`src/rtl/fifo_arb_pkg.sv`:
```
// Shared definitions for the FIFO write arbiter: FSM state encoding and the
// round-robin search used by rr_pick.
package fifo_arb_pkg;

  localparam logic [0:0] ST_IDLE  = 1'b0;
  localparam logic [0:0] ST_BURST = 1'b1;

  // Widest requester vector the search supports.
  localparam int unsigned RR_MAX_REQ = 8;

  // Return the first index at or after last+1 (mod num) whose req bit is set.
  // Returns 0 when nothing is requesting; callers qualify with |req.
  function automatic logic [2:0] rr_search(input logic [7:0]  req,
                                           input logic [2:0]  last,
                                           input int unsigned num);
    int unsigned pos;
    logic [2:0]  idx;
    logic        found;
    idx   = 3'd0;
    found = 1'b0;
    for (int unsigned i = 1; i <= RR_MAX_REQ; i++) begin
      pos = 32'(last) + i;
      if (pos >= num) begin
        pos = pos - num;
      end else begin
        pos = pos;
      end
      if ((i <= num) && !found && req[pos[2:0]]) begin
        idx   = pos[2:0];
        found = 1'b1;
      end else begin
        found = found;
      end
    end
    return idx;
  endfunction

endpackage

```
`src/rtl/fifo_wr_arb_rr_pick.sv`:
```
// Combinational round-robin picker: one-hot grant and index of the first
// requester after the previous owner.
module rr_pick
  import fifo_arb_pkg::*;
#(
  parameter int unsigned NUM_REQ = 4,
  parameter int unsigned IW      = $clog2(NUM_REQ)
) (
  input  logic [NUM_REQ-1:0] req,
  input  logic [IW-1:0]      last,
  output logic [NUM_REQ-1:0] grant,
  output logic [IW-1:0]      idx
);

  logic [7:0] req_ext;
  logic [2:0] last_ext;
  logic [2:0] pick;

  // Widen to the search width, pick the winner, and decode it to one-hot.
  always_comb begin
    req_ext                = 8'd0;
    req_ext[NUM_REQ-1:0]   = req;
    last_ext               = 3'd0;
    last_ext[IW-1:0]       = last;
    pick                   = rr_search(req_ext, last_ext, NUM_REQ);
    idx                    = pick[IW-1:0];
    grant                  = {NUM_REQ{1'b0}};
    if (|req) begin
      grant[idx] = 1'b1;
    end else begin
      grant = {NUM_REQ{1'b0}};
    end
  end

endmodule

```
`src/rtl/fifo_wr_arb.sv`:
```
// Round-robin arbiter funnelling NUM_REQ word sources into one FIFO write
// port, granting bursts of up to MAX_BURST words. Define FIFO_WR_ARB_CNT_EN
// to add per-requester 16-bit word counters on o_word_cnt.
module fifo_wr_arb
  import fifo_arb_pkg::*;
#(
  parameter int unsigned DATASIZE  = 8,
  parameter int unsigned NUM_REQ   = 4,
  parameter int unsigned MAX_BURST = 4
) (
  input  logic                         i_clk,
  input  logic                         i_rst_n,
  input  logic [NUM_REQ-1:0]           i_req,
  input  logic [NUM_REQ*DATASIZE-1:0]  i_req_data,
  output logic [NUM_REQ-1:0]           o_req_ack,
  input  logic                         i_full,
  output logic                         o_wr_en,
  output logic [DATASIZE-1:0]          o_wr_data,
  output logic [NUM_REQ-1:0]           o_grant,
  output logic                         o_busy
`ifdef FIFO_WR_ARB_CNT_EN
  , output logic [NUM_REQ*16-1:0]      o_word_cnt
`endif
);

  localparam int unsigned   IW        = $clog2(NUM_REQ);
  localparam int unsigned   CW        = $clog2(MAX_BURST) + 1;
  localparam logic [CW-1:0] BURST_LEN = CW'(MAX_BURST);

  logic [0:0]         state;
  logic [IW-1:0]      gidx;
  logic [IW-1:0]      last;
  logic [IW-1:0]      pick_idx;
  logic [NUM_REQ-1:0] pick_grant;
  logic [CW-1:0]      cnt;
  logic [CW-1:0]      cnt_inc;
  logic               owner_req;

  rr_pick #(.NUM_REQ(NUM_REQ), .IW(IW)) u_rr_pick (
    .req   (i_req),
    .last  (last),
    .grant (pick_grant),
    .idx   (pick_idx)
  );

  assign o_busy = (state == ST_BURST);

  // Write path: owner's word passes when it has one and the FIFO has room.
  always_comb begin
    owner_req = |(i_req & o_grant);
    cnt_inc   = cnt + CW'(1);
    o_wr_data = {DATASIZE{1'b0}};
    for (int k = 0; k < int'(NUM_REQ); k++) begin
      o_wr_data = o_wr_data | (i_req_data[k*DATASIZE +: DATASIZE] & {DATASIZE{o_grant[k]}});
    end
    if (state == ST_BURST) begin
      o_wr_en   = owner_req & ~i_full;
      o_req_ack = o_grant & {NUM_REQ{owner_req & ~i_full}};
    end else begin
      o_wr_en   = 1'b0;
      o_req_ack = {NUM_REQ{1'b0}};
    end
  end

  // Grant FSM: pick an owner in IDLE, release it when its burst ends or it runs dry.
  always_ff @(posedge i_clk or negedge i_rst_n) begin
    if (!i_rst_n) begin
      state   <= ST_IDLE;
      o_grant <= {NUM_REQ{1'b0}};
      gidx    <= {IW{1'b0}};
      cnt     <= {CW{1'b0}};
      last    <= IW'(NUM_REQ - 1);
    end else begin
      case (state)
        ST_IDLE: begin
          if (|i_req) begin
            state   <= ST_BURST;
            o_grant <= pick_grant;
            gidx    <= pick_idx;
            cnt     <= {CW{1'b0}};
          end
        end
        ST_BURST: begin
          if (!owner_req) begin
            state   <= ST_IDLE;
            o_grant <= {NUM_REQ{1'b0}};
            last    <= gidx;
          end else if (o_wr_en) begin
            cnt <= cnt_inc;
            if (cnt_inc == BURST_LEN) begin
              state   <= ST_IDLE;
              o_grant <= {NUM_REQ{1'b0}};
              last    <= gidx;
            end
          end
        end
        default: begin
          state   <= ST_IDLE;
          o_grant <= {NUM_REQ{1'b0}};
          cnt     <= {CW{1'b0}};
        end
      endcase
    end
  end

`ifdef FIFO_WR_ARB_CNT_EN
  // Per-requester wrapping word counters, bumped on each ack.
  always_ff @(posedge i_clk or negedge i_rst_n) begin
    if (!i_rst_n) begin
      o_word_cnt <= {(NUM_REQ*16){1'b0}};
    end else begin
      for (int k = 0; k < int'(NUM_REQ); k++) begin
        if (o_req_ack[k]) begin
          o_word_cnt[k*16 +: 16] <= o_word_cnt[k*16 +: 16] + 16'd1;
        end
      end
    end
  end
`endif

endmodule

```
`config.mk`:
```
export PLATFORM = sky130hd
export DESIGN_NAME = fifo_wr_arb
export DESIGN_NICKNAME = d
export VERILOG_FILES = /design/src/rtl/fifo_arb_pkg.sv /design/src/rtl/fifo_wr_arb_rr_pick.sv /design/src/rtl/fifo_wr_arb.sv
export SDC_FILE = /design/constraint.sdc
export NUM_CORES = 1
export LEC_CHECK = 0
export BUFFER_PORTS_ARGS = -buffer_cell sky130_fd_sc_hd__buf_2
export CAP_MARGIN = 20
export CORE_AREA = 2 2 55 57
export DETAILED_ROUTE_END_ITERATION = 7
export DIE_AREA = 0 0 57 59
export GPL_TIMING_DRIVEN = 0
export PLACE_DENSITY = 0.71
export REMOVE_ABC_BUFFERS = 1
export SLEW_MARGIN = 15
export SYNTH_ARGS = -nofsm -noshare
export SYNTH_HDL_FRONTEND = slang
export SYNTH_SLANG_ARGS = --single-unit
```
`constraint.sdc`:
```
create_clock -name i_clk -period 2.7 [get_ports i_clk]
set_input_delay 0.135 -clock i_clk [delete_from_list [all_inputs] [get_ports i_clk]]
set_output_delay 0.135 -clock i_clk [all_outputs]
set_load 0.01 [all_outputs]
```
### Word level (Yosys, flattened, before mapping)

Cells that the tools add are included.

* bits of input ports: 39
* flip-flop bits (word level): 12

* order comparisons: 10
* bitwise operators: 12
* add/subtract/negate cells: 9
* equality and inequality tests: 8
* reduce and logical (&&, ||, !) cells: 13
* mux-type cells: 40

Operators by type and width (number)
* 32-bit by 3-bit >= comparator with 1-bit output (second input constant): 3
* 8-bit bitwise AND: 4
* 8-bit OR: 3
* 3-bit two-way mux: 7
* 4-bit two-way mux: 5
* 3-bit by 4-bit less-than comparator with 1-bit output (second input constant): 4
* 2-bit two-way mux: 7
* 1-bit two-way mux: 13
* 1-bit binary-select mux with 3-bit select: 4
* 3-bit subtractor (second input constant): 4
* 3-bit AND reduction: 3
* 4-bit bitwise AND: 2
* 4-bit case mux with 2 select lines: 1
* 4-bit OR reduction: 2
* 2-bit by 2-bit adder with 3-bit output (second input constant): 2
* 2-bit inequality test (second input constant): 3
* 3-bit case mux with 2 select lines: 1
* 2-bit by 3-bit adder with 4-bit output (second input constant): 1
* 4-bit by 3-bit >= comparator with 1-bit output (second input constant): 1
* 1-bit logical AND: 4
* 2-bit by 1-bit inequality test with 1-bit output (second input constant): 2
* 2-bit by 1-bit adder with 3-bit output (second input constant): 1
* 3-bit by 1-bit adder with 3-bit output (second input constant): 1
* 3-bit == test (second input constant): 1
* other kinds (10): 13

### Logic depth before layout (Yosys ltp)

* word-level depth: 21
* mapped depth: 9
* gate-level depth less buffers: 7

### By module

Synthesis repeated with hierarchy kept, for this count alone.

* cell total of the unflattened synthesis: 133
* area, all modules: 1174.9 um^2

By module, submodules not included
* fifo_wr_arb: area each 872.1 um^2, times used 1, cells an instance 96
* rr_pick: area each 302.8 um^2, times used 1, cells an instance 37

### Least setup slack after synthesis

Ideal clock, no wire load.

* kind: register to register
* from: register last[0]
* to: register o_grant[1]
* data arrival time: 2107 ps
* required time: 2578 ps
* stages on the path, launching flop included: 10
* period minus slack after synthesis: 2228 ps
* path slack: 472 ps
* path through: dfstp_2 > buf_6 > inv_2 > ha_1 > buf_6 > mux2i_1 > mux2_2 > o311ai_0 > a21o_1 > a32o_1

* cells in the longest elaborated chain, start to end: 21
* elaborated cells on any way between the ends: 44

Ends and longest elaborated chain
* start: declaration: line fifo_wr_arb.sv:32 `logic [IW-1:0] last;`
* start signal: assignment: line fifo_wr_arb.sv:72 `last <= IW'(NUM_REQ - 1);`
* start signal: assignment: line fifo_wr_arb.sv:87 `last <= gidx;`
* start signal: assignment: line fifo_wr_arb.sv:93 `last <= gidx;`
* 2-bit by 1-bit adder with 3-bit output: line fifo_arb_pkg.sv:22 `pos = 32'(last) + i;`
* 32-bit by 3-bit >= comparator with 1-bit output or 3-bit subtractor (tied branches): line fifo_arb_pkg.sv:23, fifo_arb_pkg.sv:24
* 3-bit two-way mux: line fifo_arb_pkg.sv:23 `if (pos >= num) begin`
* 1-bit binary-select mux with 3-bit select: line fifo_arb_pkg.sv:28 `if ((i <= num) && !found && req[pos[2:0]]) begin`
* 1-bit two-way mux (not written as such): line fifo_arb_pkg.sv:28
* 1-bit two-way mux: line fifo_arb_pkg.sv:28
* 1-bit zero test: line fifo_arb_pkg.sv:28
* 1-bit logical AND: line fifo_arb_pkg.sv:28
* (+5 left out)
* 1-bit logical AND: line fifo_arb_pkg.sv:28
* 2-bit two-way mux *: line fifo_arb_pkg.sv:28
* 2-bit by 3-bit less-than comparator with 1-bit output (not written as such) or 2-bit by 1-bit >= comparator with 1-bit output (tied branches): line fifo_wr_arb_rr_pick.sv:29 `grant[idx] = 1'b1;`
* 1-bit logical AND (not written as such): line fifo_wr_arb_rr_pick.sv:29
* 1-bit two-way mux (not written as such): line fifo_wr_arb_rr_pick.sv:29
* 1-bit demux with 2-bit select *
* 4-bit two-way mux *: line fifo_wr_arb.sv:76 `if (|i_req) begin`
* 4-bit case mux with 2 select lines *: line fifo_wr_arb.sv:74 `case (state)`
* end signal: assignment: line fifo_wr_arb.sv:69 `o_grant <= {NUM_REQ{1'b0}};`
* end signal: assignment: line fifo_wr_arb.sv:78 `o_grant <= pick_grant;`
* end signal: assignment: line fifo_wr_arb.sv:86 `o_grant <= {NUM_REQ{1'b0}};`
* end: declaration: line fifo_wr_arb.sv:19 `output logic [NUM_REQ-1:0] o_grant,`

Mark *: on every way between the ends. The rest lies on a longest branch, timed or not. The select of a mux whose other input is x is not followed.
A chain may end at the register's enable or synchronous reset.

### Worst setup path in the final report

Same ends and word-level chain as after synthesis.

==> reports/metrics.cfg <==
[cells_and_area]
seq_area_um2=303
antennaDiodeCount=0
design_area_um2=1380
fillers=272
drive_gt1_share_pct=47.1
multi_input_area_um2=702
syn2layout_area_growth_pct=28.2
layout.nets=213

[detailed_routing]
antenna_left=0
drc=0
totalWireLength_um=2700
drt_iter0_drc=41
vias_per_cell=5.57
vias=1120
first_pass_iters=4
routedWlPerCell_um=13.4

[setup_path]
cpPeakStageDelay_ns=0.65
crit_slowest_cell=dfstp_2
r2r-end=o_grant[1]
worst-path-stages=7
r2r-start=last[0]
crit_type=register to register
startpoint=last[0]
endpoint=o_grant[1]
required_ns=2.87
cp_max_fo=10
crit_arrival_ns=2.67
reg2reg_slack_ns=0.19
worst-path-buf-inv=1
end_kind=register
startpoint_type=register
rr_worst_depth=7
critical-path-top-delay-family=flip-flops
path_cells=inv_2 > ha_2 > mux2i_1 > mux2_2 > o311ai_0 > a21o_1 > a32o_1

[timing]
finalHoldViolCount=0
fmax_ghz=0.399
hold_slack_ns=0.232
timing_worst_slew_pin_value_ns=0.540
min_period_over_period_pct=92.8
setup_slack_ns=0.193
rsz0062_at_grt=no
worst_slew_margin_rel_pct=63.9
setup_viol=0
fin_skew_ns=0.00536
maxSlewViolCount=0
tns_ns=0
finalCriticalPeriod_ns=2.51

[clock_network]
cts_made_buffers=3
clock_path_buffers=2
cts_root_buf=clkbuf_4
clk_pin_slew_ns=0.08
cts_max_level=1
cts_tree=yes
cts.sinks=12
insertion_delay_ns=0.27

[grt]
antenna_found_initial=0
top_usage_layer=met2
grt_overflow=0
met1_usage_pct=19.2
first_global_vias=1084
grt_start_max_net_pins=13
grt_use_met2_pct=32.2
grt_util_met3_pct=3.06
globalRouteTotalUtil_pct=16.9
grt_pass1_wl_um=4660

[logic_synthesis]
yosys.area_share.simple_pct=18.9
synth_top_area_share_pct=23.2
synth_seq_cells=12
synth_warnings=0
synth_most_common_cell=nand2_1
synth_cells=119
synthAdderAreaFrac_pct=3.48
ys_seq_area_share_pct=28.1
synth_edf_count=0
ys_top_cells_by_area=dfrtp_1 (23%), a22oi_1 (11%), mux2i_1 (7.4%)
ys_types=39
synth_area_um2=1080
synth_top_family_by_area=compound AO/OA/AOI/OAI gates
synthFlopType=dfrtp_1
synth_xor_area_share_pct=0.813
synth-async-reset-ratio_pct=100
synth_compound_area_share_pct=26.9
muxShareOfSynthArea_pct=14.8
avgSynthCellArea_um2=9.05
synth_top_cell_by_area=dfrtp_1
ys_top_cells_by_count=nand2_1 (19), a22oi_1 (16), dfrtp_1 (10), mux2i_1 (8), mux2_2 (7)

[power_and_ir_drop]
total_power_uw=1410
p_per_area_nw_per_um2=1020
p_leak_uw=0.000706
irDropWorstVdd_mv=0.581

[flow_run]
max_cap_viol_count=0

[min_path]
hold_class=input pin to register
min_path_cells=4

[placement]
place_area_um2=1330
place_congestion=0.845
dpl.hpwl_um=2140
place_ws_ns=0.148
port_buffers=56

[die]
io_pins=57
start_util_pct=39.8
dieWidth_um=57
dieArea_um2=3360
core_um2=2710
die_h_um=59
rows=19

[run_status]
status=finished clean

==> state kept, by name, indices dropped and copies added (netlist names) <==
register and flops:
o_grant 4, cnt 3, gidx 2, last 2, o_busy 1
==> worst register-to-register path, delay by kind of cell (launching register included) <==
family	cells	cell delay (ns)
AOI/OAI and AO/OA	3	0.65
adders and majority gates	1	0.44
buffers and inverters	1	0.11
DFF	1	0.65
muxes	2	0.54
==> placed cells by master, fill, tap and decap left out, types with 2 or more instances in the layout <==
cell      instances
o21ai_0           2
clkbuf_4          3
nand2_1          19
nor3b_2           2
a22o_1            2
ha_1              2
or2_2             2
mux2i_1           8
a22oi_1          16
a21oi_1           3
buf_2            56
and2_1            4
dfrtp_1          10
o211ai_1          2
mux2_2            7
dfstp_2           2
nor2_1            5
inv_1             2
==> per-layer routing <==
layer	share of wire, %	vias to the layer above
met5	0	-
met4	0.37	0
li1	-	548
met3	7.0	2
met1	41	522
met2	51	48
==> worst min-delay path by stage <==
stage	from	to	slack (ns)
3_3_place_gp	i_rst_n	cnt[0]	0.01
6_report	i_full	cnt[1]	0.23
5_1_grt	i_full	cnt[2]	0.26
3_5_place_dp	i_rst_n	o_busy	0.02
4_1_cts	i_full	cnt[1]	0.23
2_1_floorplan	i_rst_n	cnt[0]	-0.16
==> power by group <==
| group | leakage [µW] | switching, µW | internal (µW) |
|---|---|---|---|
| registers | 0.000150 | 134 | 265 |
| logic | 0.000535 | 438 | 429 |
| clock network | 0.0000210 | 58.8 | 81.9 |
==> repair_timing <==
item,in CTS,in global routing
setup buffers,0,0
hold buffers,1,0
endpoints found under the setup margin,0,2
endpoints found under the hold margin,12,0
gates resized for setup,0,1
==> cell type report <==
cell class / count / area share, %
Clock buffer: 4 / 2.63
Inverter: 3 / 0.815
Multi-Input combinational cell: 94 / 50.8
Sequential cell: 12 / 21.9
Tap cell: 31 / 2.81
Timing Repair Buffer: 57 / 21.0
==> cells by family after synthesis <==
family,count (synthesis)
and+or+nand+nor,38
xor gates and xnor gates,1
muxes,15
buffers and inverters,13
AOI/OAI and AO/OA,37
adders and majority gates,3
DFF,12
==> through the flow <==
step / utilization (%) / cells
2_1_floorplan: - / 109
3_3_place_gp: 49.2 / 196
3_5_place_dp: 49.2 / 196
4_1_cts: 50.9 / 201
5_1_grt: 51.0 / 201
6_report: 51.0 / 201
Note: power is estimated with default switching activity, not from simulation.
